**src/rtl/rv32m_muldiv_unit.sv**
```systemverilog
// Iterative RV32M multiply/divide unit: radix-2 shift-add multiplier and restoring divider sharing one accumulator.
// Latency XLEN+1 edges for iterative ops, 1 edge for divide-by-zero/overflow; start is only sampled in IDLE.
module rv32m_muldiv_unit #(
    parameter int XLEN  = 32,
    parameter int CNT_W = $clog2(XLEN) + 1
) (
    input  logic            clk,
    input  logic            rst,
    input  logic            start,
    input  logic [2:0]      funct3,
    input  logic [XLEN-1:0] op_a,
    input  logic [XLEN-1:0] op_b,
    output logic            busy,
    output logic            done,
    output logic [XLEN-1:0] result
);

    localparam logic [1:0] ST_IDLE = 2'd0;
    localparam logic [1:0] ST_MUL  = 2'd1;
    localparam logic [1:0] ST_DIV  = 2'd2;
    localparam logic [1:0] ST_FIN  = 2'd3;

    localparam logic [XLEN-1:0] MIN_INT  = {1'b1, {(XLEN-1){1'b0}}};
    localparam logic [CNT_W-1:0] CNT_INIT = CNT_W'(XLEN);
    localparam logic [CNT_W-1:0] CNT_ONE  = CNT_W'(1);

    logic [1:0]       state;
    logic [CNT_W-1:0] cnt;
    logic [2:0]       op_sel;
    logic             neg_a;
    logic             neg_b;
    logic [XLEN-1:0]  acc_hi;
    logic [XLEN-1:0]  acc_lo;
    logic [XLEN-1:0]  opnd;

    // Request decode, only meaningful in IDLE
    logic            is_div;
    logic            a_signed;
    logic            b_signed;
    logic            in_sign_a;
    logic            in_sign_b;
    logic [XLEN-1:0] mag_a;
    logic [XLEN-1:0] mag_b;
    logic            div_zero;
    logic            div_ovf;
    logic [XLEN-1:0] fast_res;

    always_comb begin
        is_div    = funct3[2];
        a_signed  = is_div ? ~funct3[0] : (funct3[1:0] != 2'b11);
        b_signed  = is_div ? ~funct3[0] : ~funct3[1];
        in_sign_a = a_signed & op_a[XLEN-1];
        in_sign_b = b_signed & op_b[XLEN-1];
        mag_a     = in_sign_a ? -op_a : op_a;
        mag_b     = in_sign_b ? -op_b : op_b;
        div_zero  = (op_b == '0);
        div_ovf   = is_div && !funct3[0] && (op_a == MIN_INT) && (op_b == '1);
        if (div_zero) begin
            fast_res = funct3[1] ? op_a : '1;
        end else begin
            fast_res = funct3[1] ? '0 : op_a;
        end
    end

    // Multiply step: acc_lo holds the multiplier and fills with product low bits as it shifts out
    logic [XLEN:0]   mul_sum;
    logic [XLEN-1:0] mul_hi;
    logic [XLEN-1:0] mul_lo;

    always_comb begin
        mul_sum = {1'b0, acc_hi} + (acc_lo[0] ? {1'b0, opnd} : '0);
        mul_hi  = mul_sum[XLEN:1];
        mul_lo  = {mul_sum[0], acc_lo[XLEN-1:1]};
    end

    // Divide step: acc_hi is the partial remainder, acc_lo shifts dividend out and quotient in
    logic [XLEN:0]   div_shift;
    logic [XLEN:0]   div_diff;
    logic            div_ge;
    logic [XLEN-1:0] div_hi;
    logic [XLEN-1:0] div_lo;

    always_comb begin
        div_shift = {acc_hi, acc_lo[XLEN-1]};
        div_diff  = div_shift - {1'b0, opnd};
        div_ge    = (div_shift >= {1'b0, opnd});
        div_hi    = div_ge ? div_diff[XLEN-1:0] : div_shift[XLEN-1:0];
        div_lo    = {acc_lo[XLEN-2:0], div_ge};
    end

    // Sign fix-up applied to the values produced by the final iteration
    logic [2*XLEN-1:0] prod;
    logic [2*XLEN-1:0] prod_fix;
    logic [XLEN-1:0]   mul_res;
    logic [XLEN-1:0]   quo_fix;
    logic [XLEN-1:0]   rem_fix;
    logic [XLEN-1:0]   div_res;

    always_comb begin
        prod     = {mul_hi, mul_lo};
        prod_fix = (neg_a ^ neg_b) ? -prod : prod;
        mul_res  = (op_sel[1:0] == 2'b00) ? prod_fix[XLEN-1:0] : prod_fix[2*XLEN-1:XLEN];
        quo_fix  = (neg_a ^ neg_b) ? -div_lo : div_lo;
        rem_fix  = neg_a ? -div_hi : div_hi;
        div_res  = op_sel[1] ? rem_fix : quo_fix;
    end

    always_ff @(posedge clk) begin
        if (rst) begin
            state  <= ST_IDLE;
            cnt    <= '0;
            op_sel <= '0;
            neg_a  <= 1'b0;
            neg_b  <= 1'b0;
            acc_hi <= '0;
            acc_lo <= '0;
            opnd   <= '0;
            result <= '0;
        end else begin
            case (state)
                ST_IDLE: begin
                    if (start) begin
                        op_sel <= funct3;
                        neg_a  <= in_sign_a;
                        neg_b  <= in_sign_b;
                        if (!is_div) begin
                            state  <= ST_MUL;
                            cnt    <= CNT_INIT;
                            acc_hi <= '0;
                            acc_lo <= mag_b;
                            opnd   <= mag_a;
                        end else if (div_zero || div_ovf) begin
                            state  <= ST_FIN;
                            result <= fast_res;
                        end else begin
                            state  <= ST_DIV;
                            cnt    <= CNT_INIT;
                            acc_hi <= '0;
                            acc_lo <= mag_a;
                            opnd   <= mag_b;
                        end
                    end
                end
                ST_MUL: begin
                    acc_hi <= mul_hi;
                    acc_lo <= mul_lo;
                    cnt    <= cnt - CNT_ONE;
                    if (cnt == CNT_ONE) begin
                        state  <= ST_FIN;
                        result <= mul_res;
                    end
                end
                ST_DIV: begin
                    acc_hi <= div_hi;
                    acc_lo <= div_lo;
                    cnt    <= cnt - CNT_ONE;
                    if (cnt == CNT_ONE) begin
                        state  <= ST_FIN;
                        result <= div_res;
                    end
                end
                ST_FIN: begin
                    state <= ST_IDLE;
                end
                default: begin
                    state <= ST_IDLE;
                end
            endcase
        end
    end

    assign busy = (state == ST_MUL) || (state == ST_DIV);
    assign done = (state == ST_FIN);

endmodule

```
**config.mk**
```make
export PLATFORM = sky130hd
export DESIGN_NAME = rv32m_muldiv_unit
export DESIGN_NICKNAME = d
export VERILOG_FILES = /design/src/rtl/rv32m_muldiv_unit.sv
export SDC_FILE = /design/constraint.sdc
export NUM_CORES = 1
export LEC_CHECK = 0
export ABC_AREA = 1
export CAP_MARGIN = 20
export CORE_MARGIN = 4
export CORE_UTILIZATION = 39
export DETAILED_ROUTE_END_ITERATION = 7
export GPL_ROUTABILITY_DRIVEN = 0
export HOLD_SLACK_MARGIN = 0.12
export PLACE_DENSITY = 0.62
export SLEW_MARGIN = 20
export SYNTH_ARGS = -nofsm -noshare
export SYNTH_HDL_FRONTEND = slang
export SYNTH_SLANG_ARGS = --single-unit
```
**constraint.sdc**
```tcl
create_clock -name clk -period 4 [get_ports clk]
set_clock_uncertainty 0.1 [all_clocks]
set_input_delay 1.2 -clock clk [delete_from_list [all_inputs] [get_ports clk]]
set_output_delay 1.2 -clock clk [all_outputs]
set_load 0.01 [all_outputs]
```
# --- Yosys cells after proc, flatten, opt, wreduce, memory -nomap -nowiden ---
# Cells that the tools add are included.
word_totals:
  output_inout_bits: 34
  register_bits: 140
  in_bits: 70
classes:
  n_reduce_logical: 18
  order_cmp: 1
  eq_ne: 15
  n_bitwise: 5
  n_addsub: 8
  n_mux: 39
ops:
  columns: ["op", "n"]
  rows:
  - ["$mux W32", 24]
  - ["$pmux W32 S3", 3]
  - ["$neg A32 Y32", 4]
  - ["$eq A32 B32 Y1 const B", 2]
  - ["$mux W64", 1]
  - ["$neg A64 Y64", 1]
  - ["$add A32 B32 Y33", 1]
  - ["$ge A33 B32 Y1", 1]
  - ["$logic_not A32 Y1", 1]
  - ["$sub A32 B32 Y32", 1]
  - ["$mux W6", 3]
  - ["$ne A2 B2 Y1 const B", 7]
  - ["$pmux W6 S2", 1]
  - ["$reduce_and A3 Y1", 3]
  - ["$eq A6 B1 Y1 const B", 1]
  - ["$mux W2", 3]
  - ["$pmux W2 S3", 1]
  - ["$reduce_and A6 Y1", 1]
  - ["$sub A6 B1 Y6 const B", 1]
  - ["$eq A2 B2 Y1 const B", 2]
  - ["$logic_not A2 Y1", 2]
  - ["$reduce_and A2 Y1", 2]
  - ["$logic_and A1 B1 Y1", 3]
  - ["$mux W1", 3]
  - ["11 further kinds", 14]

# --- Longest topological paths before layout ---
# Gate-level depths: netlist (run 1).
depth:
  ltp_word: 9
  ltp_mapped: 30
  mapped_depth_nobuf: 28

# --- Worst setup path before layout (run 1) ---
# Ideal clock, no wire load.
synth_path:
  path_kind: "register -> register"
  start: "register acc_lo[0]"
  end: "register result[30]"
  period_less_slack_ns: 3.575
  t_arrival_ns: 3.341
  path_slack_ns: 0.425
  setup_time_ns: 0.133
  path_stages_with_launch: 27
  required_ns: 3.767
  cell_sequence: "dfxtp_1 > clkbuf_1 > clkbuf_1 > nand2_1 > inv_1 > ha_1 > inv_1 > fa_1 > inv_1 > nand3_1 > nand2_1 > nand2_1 > nand2_1 > xnor2_1 > nand2_1 > nor2_1 > nand3_1 > nor2_2 > nand2_1 > nor2_2 > nand2_1 > nand3_1 > nand3_1 > a21oi_1 > nand2_1 > nand2_1 > a21oi_2"
synth_via:
  elab_chain_cells: 7
synth_rtl:
  columns: ["item", "line", "source"]
  rows:
  - ["start: declaration", "33", "logic [XLEN-1:0] acc_lo;"]
  - ["start signal: assignment", "130", "acc_lo <= mag_b;"]
  - ["start signal: assignment", "139", "acc_lo <= mag_a;"]
  - ["start signal: assignment", "146", "acc_lo <= mul_lo;"]
  - ["$mux W32", "71", "mul_sum = {1'b0, acc_hi} + (acc_lo[0] ? {1'b0, opnd} : '0);"]
  - ["$add A32 B32 Y33", "71", null]
  - ["$neg A64 Y64", "101", "prod_fix = (neg_a ^ neg_b) ? -prod : prod;"]
  - ["$mux W64", "101", null]
  - ["$mux W32", "102", "mul_res = (op_sel[1:0] == 2'b00) ? prod_fix[XLEN-1:0] : prod_fix[2*XLEN-1:XLEN];"]
  - ["$mux W32", "148", "if (cnt == CNT_ONE) begin"]
  - ["$pmux W32 S3 *", "120", "case (state)"]
  - ["end signal: assignment", "134", "result <= fast_res;"]
  - ["end signal: assignment", "150", "result <= mul_res;"]
  - ["end signal: assignment", "159", "result <= div_res;"]
  - ["end: declaration", "15", "output logic [XLEN-1:0] result"]
# Every way passes the cells marked *; elsewhere a longest branch is shown, timed or not. The select of a mux whose other input is x is not followed.
# A chain may end at the register's enable or synchronous reset.

# --- Worst setup path in the final report (run 1) ---
layout_path:
  start: "register opnd[28]"
  end: "register result[27]"
layout_via:
  elab_chain_cells: 7
layout_rtl:
  columns: ["item", "line", "source"]
  rows:
  - ["start: declaration", "34", "logic [XLEN-1:0] opnd;"]
  - ["start signal: assignment", "131", "opnd <= mag_a;"]
  - ["start signal: assignment", "140", "opnd <= mag_b;"]
  - ["$mux W32 / $ge A33 B32 Y1 (equally long branches)", "71, 86", null]
  - ["$add A32 B32 Y33 / $mux W32 (equally long branches)", "71, 87", null]
  - ["$neg A64 Y64 / $neg A32 Y32 (equally long branches)", "101, 104", null]
  - ["$mux W64 / $mux W32 (equally long branches)", "101, 104", null]
  - ["$mux W32, on equally long branches", "102, 105", null]
  - ["$mux W32, on equally long branches", "148, 157", null]
  - ["$pmux W32 S3 *", "120", null]
# Marked as above.

==> results of run 1 <==
==> power breakdown <==
| group | switching, uW | leakage (uW) | internal [uW] |
|---|---|---|---|
| Clock | 719 | 0.000295 | 950 |
| Sequential | 420 | 0.00115 | 1730 |
| Combinational | 6220 | 0.0105 | 2940 |
==> worst register-to-register path: stages, from the launching register on <==
cell     delay [ns]
dfxtp_2        0.36
inv_1          0.18
ha_2           0.36
a21oi_1        0.18
nand2_1        0.13
a21oi_2        0.19
nand2_2        0.10
nor2_4         0.34
buf_4          0.21
nand2_4        0.08
nand2_1        0.09
o21ai_2        0.12
inv_2          0.13
nand3_1        0.12
nor2_1         0.19
nor2_4         0.08
nor2_8         0.16
nand2_1        0.07
nand2_1        0.06
nand3_1        0.17
nand2_1        0.12
nand2_1        0.13
nand2_1        0.11
a21oi_2        0.05
==> final cells by class <==
cell class	instances	area (sq um)	share of cell area
clock buffers	18	439.2	0.01791
clock inverters	14	161.4	0.006583
inverters	473	1778	0.07252
multi-input cells	2826	14480	0.5907
flip-flops and latches	140	2814	0.1148
well taps	615	769.5	0.03138
repair buffers	496	4074	0.1662
==> metal layers <==
| layer | track usage | routed length (um) | vias to the layer above |
|---|---|---|---|
| met5 | 0 | 13 | - |
| met4 | 0.2170 | 7883 | 2 |
| met3 | 0.09617 | 11590 | 405 |
| met2 | 0.5107 | 38680 | 1589 |
| met1 | 0.4104 | 35450 | 11490 |
| li1 | - | - | 12380 |
==> what timing repair did <==
action                                  in CTS  in global routing
endpoints found under the setup margin       5                 60
buffers inserted                             0                 11
gates cloned                                 0                  3
pin swaps                                    0                 20
resized for setup                            3                169
==> flip-flops by register name, indices dropped and copies added (netlist names) <==
signal  cells
neg_a       1
result     32
acc_lo     32
acc_hi     32
opnd       32
neg_b       1
state       2
op_sel      2
cnt         6
==> through the flow <==
step | instance area [sq um] | instances | total power (uW) | util | setup WS [ns]
2_1_floorplan | 19120 | 3582 | 7303 | - | 0.4252
3_3_place_gp | 23240 | 4536 | 10570 | 0.4837 | -0.2502
3_5_place_dp | 23240 | 4536 | 10580 | 0.4837 | -0.3513
4_1_cts | 23840 | 4568 | 12260 | 0.4963 | 0.01445
5_1_grt | 24520 | 4582 | 13680 | 0.5103 | -0.04556
6_report | 24520 | 4582 | 12980 | 0.5103 | 0.04376
==> cell usage in the layout, fill, tap and decap left out, drive strengths merged, types with 5 or more instances in the layout <==
| cell type | netlist | layout |
|---|---|---|
| nand3 | 274 | 274 |
| inv | 469 | 475 |
| clkinv | 4 | 9 |
| clkdlybuf4s50 | 0 | 101 |
| o211ai | 17 | 17 |
| ha | 77 | 77 |
| o21bai | 8 | 8 |
| a21oi | 276 | 276 |
| or2 | 21 | 21 |
| o22ai | 64 | 64 |
| nor3 | 61 | 61 |
| a21o | 6 | 6 |
| o21a | 5 | 5 |
| o21ai | 264 | 264 |
| nand2 | 1121 | 1123 |
| nand3b | 12 | 12 |
| clkbuf | 107 | 18 |
| a211oi | 14 | 14 |
| nand4 | 49 | 49 |
| nor4 | 7 | 7 |
| xor2 | 64 | 64 |
| a31oi | 42 | 42 |
| buf | 39 | 395 |
| dfxtp | 140 | 140 |
| nor2 | 401 | 402 |
| xnor2 | 19 | 19 |
==> worst min-delay path by stage <==
stage / startpoint / end / slack (ns) / cells past startpoint
finish: cnt[5] / cnt[5] / 0.37 / 2
global route: result[31] / result[31] / 0.40 / 2
CTS: result[16] / result[16] / 0.37 / 2
detailed placement: result[16] / result[16] / 0.36 / 2
global placement: result[16] / result[16] / 0.35 / 2
floorplan: cnt[5] / cnt[5] / 0.34 / 2
==> kinds of logic after synthesis <==
kind of cell,synth area share
fa+ha+maj,0.05406
buf+inv,0.1263
compound gates,0.2056
simple gates,0.4294
xor+xnor,0.03803
flops,0.1466
==> run summary, run 1 <==
status = complete, no violations
initial antenna violation count = 1
drt first pass iters = 7
fin. max-slew vios = 0
Via Count = 25.87k
number of remaining DRC errors = 0
H-tree Lvls = 4
worst endpoint required time = 4.23 ns
dpl hpwl = 75,410 um
Hold Buf Count CTS = 0
starting density of the core = 0.3979
Seq/Total Area, Yosys = 0.1466
Iteration-0 DRC Markers = 3,546
Final Hold Fails = 0
Syn. warnings = 0
vias in the first global route = 23.40k
Hold Path Class = reg -> reg
setup tns final = 0 ns
Worst setup EP type = flip-flop
Synth top cells by count = 1,097 x nand2_1, 452 x inv_1, 380 x nor2_1
CP startpoint kind = flip-flop
critical path depth = 23
PD cells = 529.4 mW/mm^2
Worst Setup Path Type = reg -> reg
DIE AREA = 0.05262 sq mm
minimum clock period = 3.956 ns
FILL cells = 5,120
WP buf/inv = 3
Core ar. = 0.04805 sq mm
Distinct cells, synth = 57
fmax = 252.8 MHz
Area growth syn-to-layout = 28.26%
Worst VDD drop = 359.0 uV
most instantiated library cell after synthesis = nand2_1
final hold slack = 0.3707 ns
ratio of cells with drive above 1 in the final layout = 0.1729
CP endpoint = result[27]
global-route wire length before repair = 136,500 um
CP max stage delay = 0.36 ns
Wirelength per Cell = 20.43 um
Post-synth EDFFs = 0
r2r setup slk = 0.04 ns
largest net degree at the start of global routing = 68
n_diodes = 0
Clock transition at path regs = 0.07 ns
Slew @ Worst Pin = 1.042 ns
top-area cell type share of the netlist area = 0.2154
Top delay family on crit path = simple AND/OR/NAND/NOR gates
reg2reg start = opnd[28]
critical path cell sequence = inv_1 -> ha_2 -> a21oi_1 -> nand2_1 -> a21oi_2 -> nand2_2 -> nor2_4 -> buf_4 -> nand2_4 -> nand2_1 -> o21ai_2 -> inv_2 -> nand3_1 -> nor2_1 -> nor2_4 -> nor2_8 -> nand2_1 -> nand2_1 -> nand3_1 -> nand2_1 -> nand2_1 -> nand2_1 -> a21oi_2
most frequent CP cell = nand2_1
GRT Total Usage = 0.3343
relative slew slack = 0.3046
CTS Buffer Depth = 2
r2r worst-path depth = 23
clk_lat worst skew = 0.46 ns
Max Cap Viol = 0
maximum fanout along the worst path = 8
worst path arrival time = 4.18 ns
nets = 4,103
largest area contributor in the netlist = nand2_1
CP max-delay cell = dfxtp_2
crit path launch = opnd[28]
r2r endpoint = result[27]
syn_area_per_cell = 5.337 sq um
Cell Rows = 80
#FFs+latches synth = 140
port buffer count = 103
vias per cell = 5.645
CTS Root Cell = clkbuf_16
num ports = 104
Congestion Overflow GR = 0
crit share post-route = 0.9891
top cells by area, synth = nand2_1 22%, dfxtp_1 15%, inv_1 8.9%
WL final = 93,620 um
Setup-failing EPs final = 0
syn_nets = 3,731
CTS Buf Count = 17
clock tree sinks = 140
Leak = 0.01198 uW
Routed Antenna Nets = 0
top_reg_cell synth = dfxtp_1
Mapped Area = 0.01912 sq mm
CTS tree = built
cells after synthesis = 3,582
asr flop ratio synth = 0
die width = 229.4 um
Die Y-Extent = 229.4 um
Note: power is estimated with default switching activity, not from simulation.
==> run 2: changes to the inputs <==
--- a/config.mk
+++ b/config.mk
@@ -13,6 +13,8 @@
 export GPL_ROUTABILITY_DRIVEN = 0
 export HOLD_SLACK_MARGIN = 0.12
 export PLACE_DENSITY = 0.62
+export SETUP_SLACK_MARGIN = 0.5
+export SKIP_CTS_REPAIR_TIMING = 1
 export SLEW_MARGIN = 20
 export SYNTH_ARGS = -nofsm -noshare
 export SYNTH_HDL_FRONTEND = slang
==> constraint.sdc (replaced) <==
create_clock -name clk -period 4.8 [get_ports clk]
set_clock_uncertainty 0.1 [all_clocks]
set_input_delay 1.44 -clock clk [delete_from_list [all_inputs] [get_ports clk]]
set_output_delay 1.44 -clock clk [all_outputs]
set_load 0.01 [all_outputs]
==> run 2 against run 1 <==
  * Critical endpoint is now result[21]
  * Clock-buffer cell count stayed put
  * Clock power is 17% lower
  * Critical path type unchanged
  * Sequential share of layout area is 1.3 points higher
  * Largest cell class unchanged
  * Highest routed layer unchanged
  * The flow now finishes with violations (DRC)
==> run summary, run 2 (synthesized netlist as in run 1, its figures left out) <==
Wirelength per Cell = 21.50 um (+5.2%)
largest net degree at the start of global routing = 80 (+18%)
most frequent CP cell = nand2_1
minimum clock period = 4.190 ns (+0.2340 ns)
crit path launch = opnd[30]
Worst VDD drop = 357.8 uV (-0.35%)
WL final = 92,260 um (-1.5%)
global-route wire length before repair = 134,000 um (-1.9%)
Cell Rows = 80 (unchanged)
worst path arrival time = 4.43 ns (+0.25 ns)
clock tree sinks = 140 (unchanged)
Area growth syn-to-layout = 15.22%
sw frac = 0.5859 (+0.01880)
dpl hpwl = 73,000 um (-3.2%)
CTS Buffer Depth = 2 (unchanged)
CTS Root Cell = clkbuf_16
failing checks = DRC
nets = 3,813 (-7.1%)
crit share post-route = 0.8730 (-0.1161)
utilization after layout = 0.4584 (-0.05190)
PD cells = 473.2 mW/mm^2 (-11%)
sequential share of power = 0.173 (+0.008)
most frequent cells in the layout = 1,086 x nand2_1, 446 x inv_1, 363 x nor2_1, 266 x nand3_1, 263 x a21oi_1
Hold Path Class = reg -> reg
status = finished, violations left
DIE AREA = 0.05262 sq mm (unchanged)
ratio of cells with drive above 1 in the final layout = 0.08567 (-0.08726)
Worst Setup Path Type = reg -> reg
num ports = 104 (unchanged)
Routed Antenna Nets = 0 (unchanged)
starting density of the core = 0.3979 (unchanged)
vias in the first global route = 22.36k (-4.5%)
relative slew slack = 0.3318 (+0.02728)
Clock transition at path regs = 0.07 ns (about the same)
H-tree Lvls = 4 (unchanged)
CP startpoint kind = flip-flop
Final Hold Fails = 0 (unchanged)
Logic pwr share = 0.694 (-0.012)
r2r worst-path depth = 22 (-4.3%)
dpl cell area = 0.02103 sq mm (-9.5%)
sw power = 6107 uW (-17%)
Iteration-0 DRC Markers = 3,298 (-7.0%)
Clk pwr share = 0.133 (+0.004)
Worst setup EP type = flip-flop
RSZ-0062 raised after global routing = true
n_diodes = 0 (unchanged)
commonest non-fill, non-tap cell in the layout = nand2_1
drt first pass iters = 8 (+1)
initial antenna violation count = 3 (+2)
number of remaining DRC errors = 6 (+6)
fmax = 238.7 MHz (-5.6%)
Slew @ Worst Pin = 1.002 ns (-0.03977 ns)
CP max-delay cell = dfxtp_2
Leak = 0.01056 uW (-12%)
setup tns final = 0 ns (unchanged)
die width = 229.4 um (unchanged)
port buffer count = 103 (unchanged)
critical path cell sequence = inv_1 -> ha_1 -> nand2_1 -> nor3_2 -> nand2_1 -> nor2_2 -> nand2_8 -> nand2_8 -> buf_4 -> nand2_2 -> nand2_2 -> nand2_2 -> nor2_1 -> nand3_2 -> nand2_1 -> nand3_1 -> nand2_1 -> nand2_1 -> o21bai_2 -> nand2_2 -> nand2_1 -> a21oi_1
GRT Total Usage = 0.3280 (-0.006276)
reg2reg start = opnd[30]
fin. max-slew vios = 0 (unchanged)
clk_lat worst skew = 0.47 ns (about the same)
FILL cells = 5,354 (+4.6%)
Die Y-Extent = 229.4 um (unchanged)
Setup-failing EPs final = 0 (unchanged)
CTS Buf Count = 17 (unchanged)
Core ar. = 0.04805 sq mm (unchanged)
final instance area = 0.02202 sq mm (-10%)
Max Cap Viol = 0 (unchanged)
vias per cell = 5.807 (+2.9%)
depth of the worst hold-timing path = 2 (unchanged)
Via Count = 24.92k (-3.6%)
hold_sp = result[24]
Congestion Overflow GR = 0 (unchanged)
maximum fanout along the worst path = 23 (+15)
CP max stage delay = 0.43 ns (+0.07 ns)
Internal = 4316 uW (-23%)
worst endpoint required time = 5.04 ns (+0.81 ns)
CTS tree = built
run 2: cell count changes in the layout (fill, tap and decap cells not counted), moves of 14 or more:
cell,before,now
nand2_1,1065,1086
nor2_2,42,26
a21oi_2,25,11
nor2_1,345,363
buf_4,386,95
nand2_2,51,31
run 2: area by class of cell:
type	instances	area, sq um	area share
Multi-Input combinational cell	2825	14190	0.6445
Sequential cell	140	2805	0.1274
Timing Repair Buffer	207	1887	0.08567
Inverter	473	1783	0.08095
Tap cell	615	769.5	0.03494
Clock buffer	18	439.2	0.01994
Clock inverter	14	146.4	0.006647
run 2: power by group through the flow:
| stage | sequential, uW | combinational, uW | clock (uW) |
|---|---|---|---|
| final | 1800 | 7230 | 1390 |
| after global routing | 1810 | 7700 | 1440 |
| after CTS | 1760 | 6690 | 1380 |
| after detailed placement | 1780 | 6670 | 0 |
| after global placement | 1790 | 6640 | 0 |
| after floorplan | 1660 | 4420 | 0 |
run 2: path summary, 6_finish.rpt:
| path | to | slack, ns |
|---|---|---|
| worst min register to register | result[24] | 0.37 |
| worst max-delay path | result[21] | 0.61 |
| worst max register to register | result[21] | 0.61 |
| worst min-delay path | result[24] | 0.37 |
run 2: worst max-delay path, delay by kind of cell (launching register included):
family	cells	cell delay, ns
DFF	1	0.43
AOI/OAI and AO/OA	2	0.24
adders and majority gates	1	0.43
buffers and inverters	2	0.45
and+or+nand+nor	17	2.41
run 2: through the flow:
stage	instances	hold WS (ns)	worst slack (ns)	total power, uW
global route	4292	0.3979	0.3860	10950
detailed placement	4250	0.3599	-0.1208	8451
floorplan	3582	0.3445	1.091	6086
finish	4292	0.3687	0.6098	10420
CTS	4282	0.3722	0.3477	9835
global placement	4250	0.3593	-0.08645	8432
run 2: layer usage:
layer	routed length, um	track usage	part of all wire
met4	7158	0.2071	0.078
met3	11790	0.09605	0.13
met5	27	0	0.00029
met1	34920	0.4061	0.38
met2	38370	0.4985	0.42
